<file path="src/rtl/pipeexe_md_if.sv">
// pipeexe_md_if: operand/control bundle between the D/E pipeline register
// and the execute stage, plus the execute-stage results.
//   master : D/E register side (drives operands and controls, reads results)
//   slave  : execute stage (reads operands and controls, drives results)
// Signals:
//   ea, eb   operand A/B          eimm     extended immediate (shamt in [10:6])
//   epc4     PC+4 of E-stage op   ealuc    ALU op
//   ealuimm  B = eimm             eshift   A = shamt
//   ejal     result = epc4+4      emdop    multiply/divide op
//   ealu     E-stage result       md_busy  iterative op in progress
//   stall    hold IF/ID/DE
interface pipeexe_md_if;
    logic [31:0] ea;
    logic [31:0] eb;
    logic [31:0] eimm;
    logic [31:0] epc4;
    logic [3:0]  ealuc;
    logic        ealuimm;
    logic        eshift;
    logic        ejal;
    logic [2:0]  emdop;
    logic [31:0] ealu;
    logic        md_busy;
    logic        stall;

    modport master (
        output ea, eb, eimm, epc4, ealuc, ealuimm, eshift, ejal, emdop,
        input  ealu, md_busy, stall
    );

    modport slave (
        input  ea, eb, eimm, epc4, ealuc, ealuimm, eshift, ejal, emdop,
        output ealu, md_busy, stall
    );
endinterface

</file>
<file path="src/rtl/pipeexe_md.sv">
// pipeexe_md: execute stage of the 5-stage pipeline. Single-cycle ALU plus an
// iterative multiply/divide unit holding HI/LO. While the unit is busy, any
// further md op or mfhi/mflo raises stall so the D/E register holds.
// Ports:
//   clock   rising-edge clock
//   reset   asynchronous, active-high; clears HI/LO and the md FSM
//   ex      pipeexe_md_if.slave (operands/controls in, ealu/md_busy/stall out)
// Parameters:
//   MUL_BITS_PER_CYCLE  1 or 2 multiplier bits retired per cycle
// Build option:
//   MD_DIV_EN  defined: restoring divider for div/divu (emdop 3/4)
//              undefined: no divider; emdop 3/4 behave as no-ops
module pipeexe_md #(
    parameter int MUL_BITS_PER_CYCLE = 1
) (
    input  logic          clock,
    input  logic          reset,
    pipeexe_md_if.slave   ex
);

    localparam int         MB      = (MUL_BITS_PER_CYCLE == 2) ? 2 : 1;
    localparam logic [5:0] MUL_CNT = 6'(32 / MB);
`ifdef MD_DIV_EN
    localparam logic [5:0] DIV_CNT = 6'd32;
`endif

    typedef enum logic [1:0] {IDLE, MUL, DIV} md_state_t;

    function automatic logic [31:0] neg32(input logic [31:0] v);
        return ~v + 32'd1;
    endfunction

    function automatic logic [63:0] neg64(input logic [63:0] v);
        return ~v + 64'd1;
    endfunction

    function automatic logic [31:0] alu(input logic [31:0] a,
                                        input logic [31:0] b,
                                        input logic [3:0]  op);
        logic signed [31:0] bs;
        logic [31:0]        y;
        bs = b;
        casez (op)
            4'b?000: y = a + b;
            4'b?100: y = a - b;
            4'b?001: y = a & b;
            4'b?101: y = a | b;
            4'b?010: y = a ^ b;
            4'b?110: y = {b[15:0], 16'h0000};
            4'b0011: y = b << a[4:0];
            4'b0111: y = b >> a[4:0];
            4'b1111: y = 32'(bs >>> a[4:0]);
            default: y = 32'h0000_0000;
        endcase
        return y;
    endfunction

    // Control/state registers
    md_state_t   state;
    logic        busy_q;
    logic [5:0]  count_q;
    logic [31:0] hi_q;
    logic [31:0] lo_q;
    // Datapath registers: work_q is {acc, multiplier} for mult and
    // {remainder, dividend/quotient} for div; opm_q is multiplicand or divisor.
    logic [63:0] work_q;
    logic [31:0] opm_q;
    logic        neg_q;
`ifdef MD_DIV_EN
    logic        rneg_q;
    logic        dz_q;
    logic [31:0] dzval_q;
`endif

    // ALU and result select
    logic [31:0] alu_a;
    logic [31:0] alu_b;
    logic [31:0] alu_y;
    logic [31:0] ealu_c;

    always_comb begin
        alu_a  = ex.eshift  ? {27'b0, ex.eimm[10:6]} : ex.ea;
        alu_b  = ex.ealuimm ? ex.eimm : ex.eb;
        alu_y  = alu(alu_a, alu_b, ex.ealuc);
        ealu_c = alu_y;
        if (ex.ejal)
            ealu_c = ex.epc4 + 32'd4;
        else if (ex.emdop == 3'd5)
            ealu_c = hi_q;
        else if (ex.emdop == 3'd6)
            ealu_c = lo_q;
    end

    // md op decode and operand magnitudes
    logic        op_mul;
    logic        op_div;
    logic        op_signed;
    logic        op_mf;
    logic [31:0] mag_a;
    logic [31:0] mag_b;
    logic        stall_c;

    always_comb begin
        op_mul    = (ex.emdop == 3'd1) || (ex.emdop == 3'd2);
`ifdef MD_DIV_EN
        op_div    = (ex.emdop == 3'd3) || (ex.emdop == 3'd4);
`else
        op_div    = 1'b0;
`endif
        op_signed = (ex.emdop == 3'd1) || (ex.emdop == 3'd3);
        op_mf     = (ex.emdop == 3'd5) || (ex.emdop == 3'd6);
        mag_a     = (op_signed && ex.ea[31]) ? neg32(ex.ea) : ex.ea;
        mag_b     = (op_signed && ex.eb[31]) ? neg32(ex.eb) : ex.eb;
        // Without the divider, div/divu never stall.
        stall_c   = busy_q && (op_mul || op_div || op_mf);
    end

    // One multiply step: add multiplicand * low digit to the accumulator,
    // then shift the {acc, multiplier} pair right by the digit width.
    logic [1:0]  digit;
    logic [33:0] addend;
    logic [33:0] upper;
    logic [65:0] wide;
    logic [63:0] mul_nxt;
    logic [63:0] prod_fin;

    always_comb begin
        digit    = (MB == 2) ? work_q[1:0] : {1'b0, work_q[0]};
        addend   = (digit[0] ? {2'b00, opm_q} : 34'd0)
                 + (digit[1] ? {1'b0, opm_q, 1'b0} : 34'd0);
        upper    = {2'b00, work_q[63:32]} + addend;
        wide     = {upper, work_q[31:0]};
        mul_nxt  = (MB == 2) ? wide[65:2] : wide[64:1];
        prod_fin = neg_q ? neg64(mul_nxt) : mul_nxt;
    end

`ifdef MD_DIV_EN
    // One restoring divide step. The remainder stays below the divisor, so
    // a 33-bit trial subtraction is enough; a zero divisor naturally yields
    // an all-ones quotient but is overridden at completion anyway.
    logic [32:0] shifted;
    logic [32:0] diff;
    logic [63:0] div_nxt;
    logic [31:0] quot_fin;
    logic [31:0] rem_fin;

    always_comb begin
        shifted  = work_q[63:31];
        diff     = shifted - {1'b0, opm_q};
        div_nxt  = diff[32] ? {shifted[31:0], work_q[30:0], 1'b0}
                            : {diff[31:0],    work_q[30:0], 1'b1};
        quot_fin = dz_q ? 32'hFFFF_FFFF
                        : (neg_q ? neg32(div_nxt[31:0]) : div_nxt[31:0]);
        rem_fin  = dz_q ? dzval_q
                        : (rneg_q ? neg32(div_nxt[63:32]) : div_nxt[63:32]);
    end
`endif

    // md FSM: starts only from IDLE, finishes on the edge where count hits 1
    always_ff @(posedge clock or posedge reset) begin
        if (reset) begin
            state   <= IDLE;
            busy_q  <= 1'b0;
            count_q <= 6'd0;
            hi_q    <= 32'h0;
            lo_q    <= 32'h0;
            work_q  <= 64'h0;
            opm_q   <= 32'h0;
            neg_q   <= 1'b0;
`ifdef MD_DIV_EN
            rneg_q  <= 1'b0;
            dz_q    <= 1'b0;
            dzval_q <= 32'h0;
`endif
        end else begin
            case (state)
                IDLE: begin
                    if (op_mul) begin
                        state   <= MUL;
                        busy_q  <= 1'b1;
                        count_q <= MUL_CNT;
                        work_q  <= {32'h0, mag_b};
                        opm_q   <= mag_a;
                        neg_q   <= op_signed && (ex.ea[31] ^ ex.eb[31]);
                    end
`ifdef MD_DIV_EN
                    else if (op_div) begin
                        state   <= DIV;
                        busy_q  <= 1'b1;
                        count_q <= DIV_CNT;
                        work_q  <= {32'h0, mag_a};
                        opm_q   <= mag_b;
                        neg_q   <= op_signed && (ex.ea[31] ^ ex.eb[31]);
                        rneg_q  <= op_signed && ex.ea[31];
                        dz_q    <= (ex.eb == 32'h0);
                        dzval_q <= ex.ea;
                    end
`endif
                end
                MUL: begin
                    work_q  <= mul_nxt;
                    count_q <= count_q - 6'd1;
                    if (count_q == 6'd1) begin
                        hi_q   <= prod_fin[63:32];
                        lo_q   <= prod_fin[31:0];
                        state  <= IDLE;
                        busy_q <= 1'b0;
                    end
                end
`ifdef MD_DIV_EN
                DIV: begin
                    work_q  <= div_nxt;
                    count_q <= count_q - 6'd1;
                    if (count_q == 6'd1) begin
                        hi_q   <= rem_fin;
                        lo_q   <= quot_fin;
                        state  <= IDLE;
                        busy_q <= 1'b0;
                    end
                end
`endif
                default: begin
                    state   <= IDLE;
                    busy_q  <= 1'b0;
                    count_q <= 6'd0;
                end
            endcase
        end
    end

    assign ex.ealu    = ealu_c;
    assign ex.md_busy = busy_q;
    assign ex.stall   = stall_c;

endmodule

</file>
<file path="src/flat_wrapper.sv">
// flat-port wrapper written by rule: the top's interface ports become plain ports
module pipeexe_md_flat 
#(
    parameter int MUL_BITS_PER_CYCLE = 1
)
  (clock, reset, ex_ea, ex_eb, ex_eimm, ex_epc4, ex_ealuc, ex_ealuimm, ex_eshift, ex_ejal, ex_emdop, ex_ealu, ex_md_busy, ex_stall);
  pipeexe_md_if ex_i ();
  input  logic clock;
  input  logic reset;
  input wire logic [$bits(ex_i.ea)-1:0] ex_ea;
  input wire logic [$bits(ex_i.eb)-1:0] ex_eb;
  input wire logic [$bits(ex_i.eimm)-1:0] ex_eimm;
  input wire logic [$bits(ex_i.epc4)-1:0] ex_epc4;
  input wire logic [$bits(ex_i.ealuc)-1:0] ex_ealuc;
  input wire logic [$bits(ex_i.ealuimm)-1:0] ex_ealuimm;
  input wire logic [$bits(ex_i.eshift)-1:0] ex_eshift;
  input wire logic [$bits(ex_i.ejal)-1:0] ex_ejal;
  input wire logic [$bits(ex_i.emdop)-1:0] ex_emdop;
  output wire logic [$bits(ex_i.ealu)-1:0] ex_ealu;
  output wire logic [$bits(ex_i.md_busy)-1:0] ex_md_busy;
  output wire logic [$bits(ex_i.stall)-1:0] ex_stall;
  assign ex_i.ea = ex_ea;
  assign ex_i.eb = ex_eb;
  assign ex_i.eimm = ex_eimm;
  assign ex_i.epc4 = ex_epc4;
  assign ex_i.ealuc = ex_ealuc;
  assign ex_i.ealuimm = ex_ealuimm;
  assign ex_i.eshift = ex_eshift;
  assign ex_i.ejal = ex_ejal;
  assign ex_i.emdop = ex_emdop;
  assign ex_ealu = ex_i.ealu;
  assign ex_md_busy = ex_i.md_busy;
  assign ex_stall = ex_i.stall;
  pipeexe_md #(.MUL_BITS_PER_CYCLE(MUL_BITS_PER_CYCLE)) u_core (.clock(clock), .reset(reset), .ex(ex_i));
endmodule
</file>
<file path="config.mk">
export PLATFORM = sky130hd
export DESIGN_NAME = pipeexe_md_flat
export DESIGN_NICKNAME = d
export VERILOG_FILES = /design/src/rtl/pipeexe_md_if.sv /design/src/rtl/pipeexe_md.sv /design/src/flat_wrapper.sv
export SDC_FILE = /design/constraint.sdc
export NUM_CORES = 1
export LEC_CHECK = 0
export CAP_MARGIN = 25
export CORE_AREA = 3 3 201 203
export DETAILED_ROUTE_END_ITERATION = 12
export DIE_AREA = 0 0 204 206
export MAX_ROUTING_LAYER = met4
export PLACE_DENSITY = 0.73
export RECOVER_POWER = 100
export SYNTH_ARGS = -nofsm -noshare
export SYNTH_HDL_FRONTEND = slang
export SYNTH_SLANG_ARGS = --single-unit
</file>
<file path="constraint.sdc">
create_clock -name clock -period 9.9 [get_ports clock]
set_input_delay 1.98 -clock clock [delete_from_list [all_inputs] [get_ports clock]]
set_output_delay 1.98 -clock clock [all_outputs]
set_load 0.01 [all_outputs]
</file>
==> results of run 1 <==
## synth_stat cells, types with 47 or more instances
library cell	number
nor3_1	61
inv_1	106
xnor2_1	102
clkbuf_1	157
o21ai_0	281
mux2i_1	179
ha_1	137
nand2_1	406
xor2_1	115
a21oi_1	201
dfrtp_1	168
nand3_1	65
a211oi_1	61
and2_1	47
nor2_1	208
## layer usage
layer	vias to the layer above	routed length, µm	global-route usage, %	part of all wire, %
met1	11600	38100	58.5	38
li1	10600	-	-	-
met5	-	0	-	0
met4	0	7860	29.2	7.7
met3	424	12000	13.9	12
met2	1741	43500	71.2	43
## stage by stage
step / power [µW] / std cells / util [%] / hold WS, ps
2_1_floorplan: 2960 / 2878 / - / 442
3_3_place_gp: 3730 / 3473 / 61.1 / 460
3_5_place_dp: 3830 / 3473 / 61.1 / 471
4_1_cts: 4580 / 3505 / 62.7 / 487
5_1_grt: 4950 / 3519 / 62.9 / 499
6_report: 4700 / 3521 / 62.9 / 485
## power by group through the flow
stage	sequential (µW)	clock [µW]	combinational, µW
2_1_floorplan	1150	0	1810
3_3_place_gp	1310	0	2420
3_5_place_dp	1330	0	2500
4_1_cts	1330	724	2530
5_1_grt	1350	747	2850
6_report	1340	719	2650
## worst min-delay path: stages, from the launching register on
cell	delay (ps)
dfrtp_1	340
nand2_1	50
o21ai_0	60
## area by class of cell
type / count / share of cell area (%)
Timing Repair Buffer: 276 / 10.3
Clock inverter: 15 / 0.782
Sequential cell: 168 / 17.3
Tap cell: 518 / 2.66
Inverter: 109 / 1.69
Multi-Input combinational cell: 2407 / 65.4
Antenna cell: 11 / 0.113
Clock buffer: 17 / 1.75
## placed cells by master, fill, tap and decap left out, drive strengths merged, types with 10 or more instances in the layout
master	count
nand3	65
o211ai	28
nand4	22
inv	115
o41ai	17
clkdlybuf4s50	148
a221oi	23
clkbuf	25
diode	11
or2	10
and3	14
dfrtp	168
o2111ai	14
mux2i	179
xnor2	102
o21ai	296
dlygate4sd3	22
a311oi	11
a21oi	202
a31oi	32
ha	137
xor2	115
buf	98
mux2	29
o22ai	16
or4	12
o21a	11
nor2	208
o31ai	44
nand2	406
or3	14
and2	47
nor3	62
nand2b	39
a21o	39
nor4	22
a211oi	63
## cell families after synthesis
group                    Yosys count
AND/OR/NAND/NOR                  960
AO/OA/AOI/OAI                    880
buffers and inverters            303
XOR/XNOR                         217
multiplexers                     211
flip-flops                       168
adder cells (fa/ha/maj)          139
## final timing paths
| check | slack, ps | to | cells past startpoint | from |
|---|---|---|---|---|
| min reg2reg | 480 | u_core.opm_q[26]$_DFFE_PP0P_ | 2 | u_core.opm_q[26]$_DFFE_PP0P_ |
| min | 480 | u_core.opm_q[26]$_DFFE_PP0P_ | 2 | u_core.opm_q[26]$_DFFE_PP0P_ |
| max | 150 | ex_ealu[23] | 19 | ex_eb[6] |
| max reg2reg | 3760 | u_core.lo_q[24]$_DFFE_PP0P_ | 6 | u_core.ex.md_busy$_DFFE_PP0P_ |
| min in group asynchronous | 3260 | u_core.opm_q[23]$_DFFE_PP0P_ | 2 | reset |
| max in group asynchronous | 2920 | u_core.lo_q[24]$_DFFE_PP0P_ | 3 | reset |
## state kept, by name (all words and copies together) (netlist names)
signal,flops
u_core.count_q,6
u_core.ex.md_busy,1
u_core.hi_q,32
u_core.lo_q,32
u_core.neg_q,1
u_core.opm_q,32
u_core.work_q,64
## repair_timing
item | in CTS | in global routing
buffers inserted | 0 | 0
hold buffers | 0 | 0
resized for setup | 0 | 7
endpoints found under the hold margin | 0 | 0
endpoints found under the setup margin | 0 | 9
==> results.json, run 1 <==
{
  "ir_drop_mv": 0.240,
  "tns_ps": 0,
  "gp_congestion": 1.15,
  "avgSynthCellArea_um2": 7.38,
  "dp_hpwl_mm": 79.0,
  "die-area_mm2": 0.0420,
  "htree_levels": 4,
  "clockBufferDepth": 2,
  "path_delay_family": "compound AO/OA/AOI/OAI gates",
  "leakage_uw": 0.0106,
  "ff_latch_area_mm2": 0.00421,
  "synth_top_family_by_area": "compound AO/OA/AOI/OAI gates",
  "grt_pass1_vias": 22600,
  "drc": 0,
  "drt-pass1-iter-count": 9,
  "synthMuxAreaShare_pct": 10.3,
  "synth.net_count": 3157,
  "netlist_instances": 2878,
  "synthTopCellsByArea": "dfrtp_1 (20%), mux2i_1 (8.4%), ha_1 (8.1%), nand2_1 (7.2%), o21ai_0 (6.6%)",
  "grt_overflow": 0,
  "intPower_uw": 2310,
  "clk_pin_slew_ps": 70,
  "hold_viol_final": 0,
  "vias": 24300,
  "seq_area_frac_synth_pct": 19.8,
  "start_util_pct": 55.0,
  "p_sw_uw": 2390,
  "violations": "capacitance limit, slew limit",
  "setup.worst_path.end_class": "output port",
  "place_area_mm2": 0.0236,
  "grt_pass1_wl_mm": 146,
  "synth.top_cell.area_share_pct": 19.8,
  "clock-sinks": 168,
  "setup_viol": 0,
  "antenna_found_initial": 10,
  "arrival_ps": 7770,
  "layout_setup_ws_ps": 148,
  "drt_iter0_drc": 3708,
  "die_y_um": 206,
  "max_slew_margin_pct": -191,
  "clockPowerShare_pct": 15.3,
  "ant_nets": 0,
  "max_slew.worst_pin.slew_ps": 4360,
  "synthAdderAreaFrac_pct": 8.26,
  "fillers": 3334,
  "cts_made_buffers": 17,
  "fin_nets": 3258,
  "yosys_warnings": 0,
  "power.density_mw_per_mm2": 193,
  "core-area_mm2": 0.0386,
  "multi_input_area_mm2": 0.0159,
  "post-route-period-util_pct": 98.5,
  "die_w_um": 204,
  "grt_max_degree": 130,
  "power_frac_seq_pct": 28.4,
  "drive_above_1_share_pct": 7.12,
  "port_buffers": 173,
  "syn-cell-area_mm2": 0.0212,
  "ys_ff_latch": 168,
  "cap_viol_max_count": 7,
  "ios": 174,
  "wl_per_cell_um": 28.8,
  "place_worst_setup_slack_ps": 133,
  "stdcell_area_mm2": 0.0243,
  "cts_tree": "yes",
  "max_freq_ghz": 0.103,
  "timing_worst_setup_path_type": "primary input to output port",
  "min_path_type": "flip-flop to flip-flop",
  "worstPathCellList": "dlygate4sd3_1 > nor3_1 > a21oi_1 > nand2b_1 > nor3_2 > nand2_1 > o41ai_2 > xnor2_1 > ha_1 > and3_1 > nand3_1 > a211o_1 > a31oi_1 > nor2_1 > o31ai_1 > xor2_1 > a21oi_1 > o21ai_0 > clkdlybuf4s50_1",
  "rsz0062_at_grt": "false",
  "yosys.area_share.simple_pct": 20.8,
  "synth_top_cell_by_area": "dfrtp_1",
  "status": "finished with violations",
  "grt_usage_pct": 48.2,
  "num_rows": 72,
  "cp_max_fo": 7,
  "ys.flop_type": "dfrtp_1",
  "critical_path_required_ps": 7920,
  "wirelength_mm": 101,
  "path_common_cell": "a21oi_1",
  "vias_per_cell": 6.91,
  "period_needed_ps": 9750,
  "switching_share_pct": 50.8,
  "fin_skew_ps": 20.5,
  "crit_buf_inv": 2,
  "comb_power_share_pct": 56.3,
  "ys_types": 94,
  "synth_edf_count": 0,
  "clock_latency_ps": 480,
  "start_kind": "primary input",
  "final_max_slew_viol_count": 512,
  "cts_root_buf": "clkbuf_16",
  "syn2layout_area_growth_pct": 14.5,
  "synth_xor_area_share_pct": 8.95,
  "postSynth.asyncResetShare_pct": 100,
  "max_stage_delay_ps": 730,
  "cpMaxStageDelayCell": "dlygate4sd3_1",
  "synth_compound_area_share_pct": 26.2
}
(Power assumes the default switching activity.)
==> run 2: changes to the inputs <==
--- a/config.mk
+++ b/config.mk
@@ -11,3 +11,2 @@
 export DIE_AREA = 0 0 204 206
-export MAX_ROUTING_LAYER = met4
 export PLACE_DENSITY = 0.73
==> constraint.sdc (replaced) <==
create_clock -name clock -period 9.9 [get_ports clock]
set_input_delay 1.485 -clock clock [delete_from_list [all_inputs] [get_ports clock]]
set_output_delay 1.485 -clock clock [all_outputs]
set_load 0.01 [all_outputs]
==> run 2 against run 1 <==
Compared with the run above:
- the run still ends with capacitance limit, slew limit left
- critical endpoint is now ex_ealu[27]
- flip-flop and latch count is the same
- die area is the same
- fmax grew 2.6%
- critical path depth is the same
- largest cell class unchanged
- non-clock buffer count shrank 20
- count of clock-buffer cells in the layout is the same
==> results.json, run 2 (synthesis results as in run 1) <==
{
  "final_cell_mix": "nand2_1 (406), o21ai_0 (291), nor2_1 (208)",
  "max_stage_delay_ps": 710,
  "cts_setup_buffers": 0,
  "tns_ps": 0,
  "grt_overflow": 0,
  "post-route-period-util_pct": 96.0,
  "gp_congestion": 1.10,
  "port_buffers": 173,
  "fin_nets": 3238,
  "top_register": "u_core.work_q",
  "place_worst_setup_slack_ps": 447,
  "syn2layout_area_growth_pct": 13.4,
  "max_slew.worst_pin.slew_ps": 4270,
  "cts_root_buf": "clkbuf_16",
  "cts-resized-gates": 0,
  "drt_iter0_drc": 3322,
  "place_area_mm2": 0.0235,
  "total_power_uw": 4630,
  "clock_latency_ps": 490,
  "final_max_slew_viol_count": 442,
  "final_cells": 3492,
  "start_util_pct": 55.0,
  "clock-sinks": 168,
  "clockBufferDepth": 2,
  "intPower_uw": 2290,
  "cts_tree": "yes",
  "final_common_cell": "nand2_1",
  "vias": 23800,
  "path_delay_family": "compound AO/OA/AOI/OAI gates",
  "vias_per_cell": 6.81,
  "largest_reg_flops": 64,
  "switching_share_pct": 50.6,
  "cap_viol_max_count": 6,
  "htree_levels": 4,
  "setup.worst_path.end_class": "output port",
  "leakage_uw": 0.0105,
  "drive_above_1_share_pct": 6.26,
  "cp_max_fo": 8,
  "p_sw_uw": 2350,
  "core-area_mm2": 0.0386,
  "fin_skew_ps": 22.3,
  "comb_power_share_pct": 56.5,
  "cpMaxStageDelayCell": "dlygate4sd3_1",
  "min_path_type": "flip-flop to flip-flop",
  "worstPathCellList": "dlygate4sd3_1 > mux2i_1 > inv_1 > or3_1 > nor4_2 > inv_1 > o21ai_0 > xnor2_1 > ha_1 > and3_1 > nand3_1 > a211o_1 > a31oi_1 > o21ai_0 > a21boi_0 > nor3_1 > nand3b_1 > a21boi_0 > dlygate4sd3_1",
  "drt-pass1-iter-count": 7,
  "dp_hpwl_mm": 75.7,
  "grt_max_degree": 129,
  "grt_pass1_vias": 22200,
  "clockPowerShare_pct": 15.6,
  "die_y_um": 206,
  "wl_per_cell_um": 27.8,
  "crit_buf_inv": 4,
  "arrival_ps": 8020,
  "ant_nets": 0,
  "cts_made_buffers": 17,
  "layout_setup_ws_ps": 397,
  "dp_cells": 3454,
  "start_kind": "primary input",
  "wirelength_mm": 97.1,
  "ir_drop_mv": 0.182,
  "max_slew_margin_pct": -185,
  "postCtsHoldBufs": 0,
  "die_w_um": 204,
  "grt_pass1_wl_mm": 141,
  "timing_worst_setup_path_type": "primary input to output port",
  "stdcell_area_mm2": 0.0241,
  "grt_usage_pct": 44.8,
  "num_rows": 72,
  "period_needed_ps": 9500,
  "power_frac_seq_pct": 27.9,
  "clk_pin_slew_ps": 70,
  "violations": "capacitance limit, slew limit",
  "setup_viol": 0,
  "ios": 174,
  "critical_path_required_ps": 8420,
  "die-area_mm2": 0.0420,
  "rsz0062_at_grt": "false",
  "power.density_mw_per_mm2": 192,
  "max_freq_ghz": 0.105,
  "status": "finished with violations",
  "drc": 0,
  "antenna_found_initial": 8,
  "hold_viol_final": 0
}
## run 2: cell types whose count changed in the layout (fill, tap and decap cells not counted), sizes merged, moves of 3 or more
cell	delta
buf	-22
diode	-9
clkdlybuf4s50	-8
clkinv	+3
dlygate4sd3	+8
## run 2: power groups by stage
| stage | Combinational [µW] | Clock [µW] | Sequential, µW |
|---|---|---|---|
| detailed placement | 2520 | 0 | 1280 |
| finish | 2620 | 721 | 1290 |
| global placement | 2440 | 0 | 1260 |
| global route | 2830 | 752 | 1320 |
| floorplan | 1810 | 0 | 1150 |
| CTS | 2530 | 725 | 1270 |
## run 2: path summary, 6_finish.rpt
check                                                   start  cells after the start  slack [ps]                           end
worst max-delay path                                 ex_eb[3]                     19         400                   ex_ealu[27]
worst min-delay path              u_core.opm_q[3]$_DFFE_PP0P_                      2         490   u_core.opm_q[3]$_DFFE_PP0P_
worst max register to register  u_core.ex.md_busy$_DFFE_PP0P_                      6        4150    u_core.hi_q[5]$_DFFE_PP0P_
worst min register to register    u_core.opm_q[3]$_DFFE_PP0P_                      2         490   u_core.opm_q[3]$_DFFE_PP0P_
max in group asynchronous                               reset                      3        3310      u_core.neg_q$_DFFE_PP0P_
min in group asynchronous                               reset                      2        2430  u_core.opm_q[28]$_DFFE_PP0P_
## run 2: through the flow
step,utilization (%),hold slack (ps)
detailed placement,60.7,471
CTS,62.4,490
finish,62.4,488
floorplan,-,442
global route,62.3,516
global placement,60.7,454
## run 2: area by class of cell
class	instances	area [µm²]
well taps	518	648
clock buffers	17	425
fillers	3383	14500
flip-flops and latches	168	4210
multi-input cells	2407	15900
repair buffers	256	2330
inverters	109	410
clock inverters	15	214
diodes	2	5.00
## run 2: routing by layer
metal  GRT usage, %  wire length [µm]  vias to the layer above
met3           13.9             11000                      389
met2           68.2             42000                     1540
li1               -                 -                    10600
met5              0                72                        -
met1           54.9             36700                    11300
met4           29.0              7300                       12
## run 2: worst min-delay path, delay by kind of cell, from the launching register on
| family | cells | cell delay (ps) |
|---|---|---|
| AO/OA/AOI/OAI | 1 | 60 |
| flip-flops | 1 | 350 |
| AND/OR/NAND/NOR | 1 | 50 |
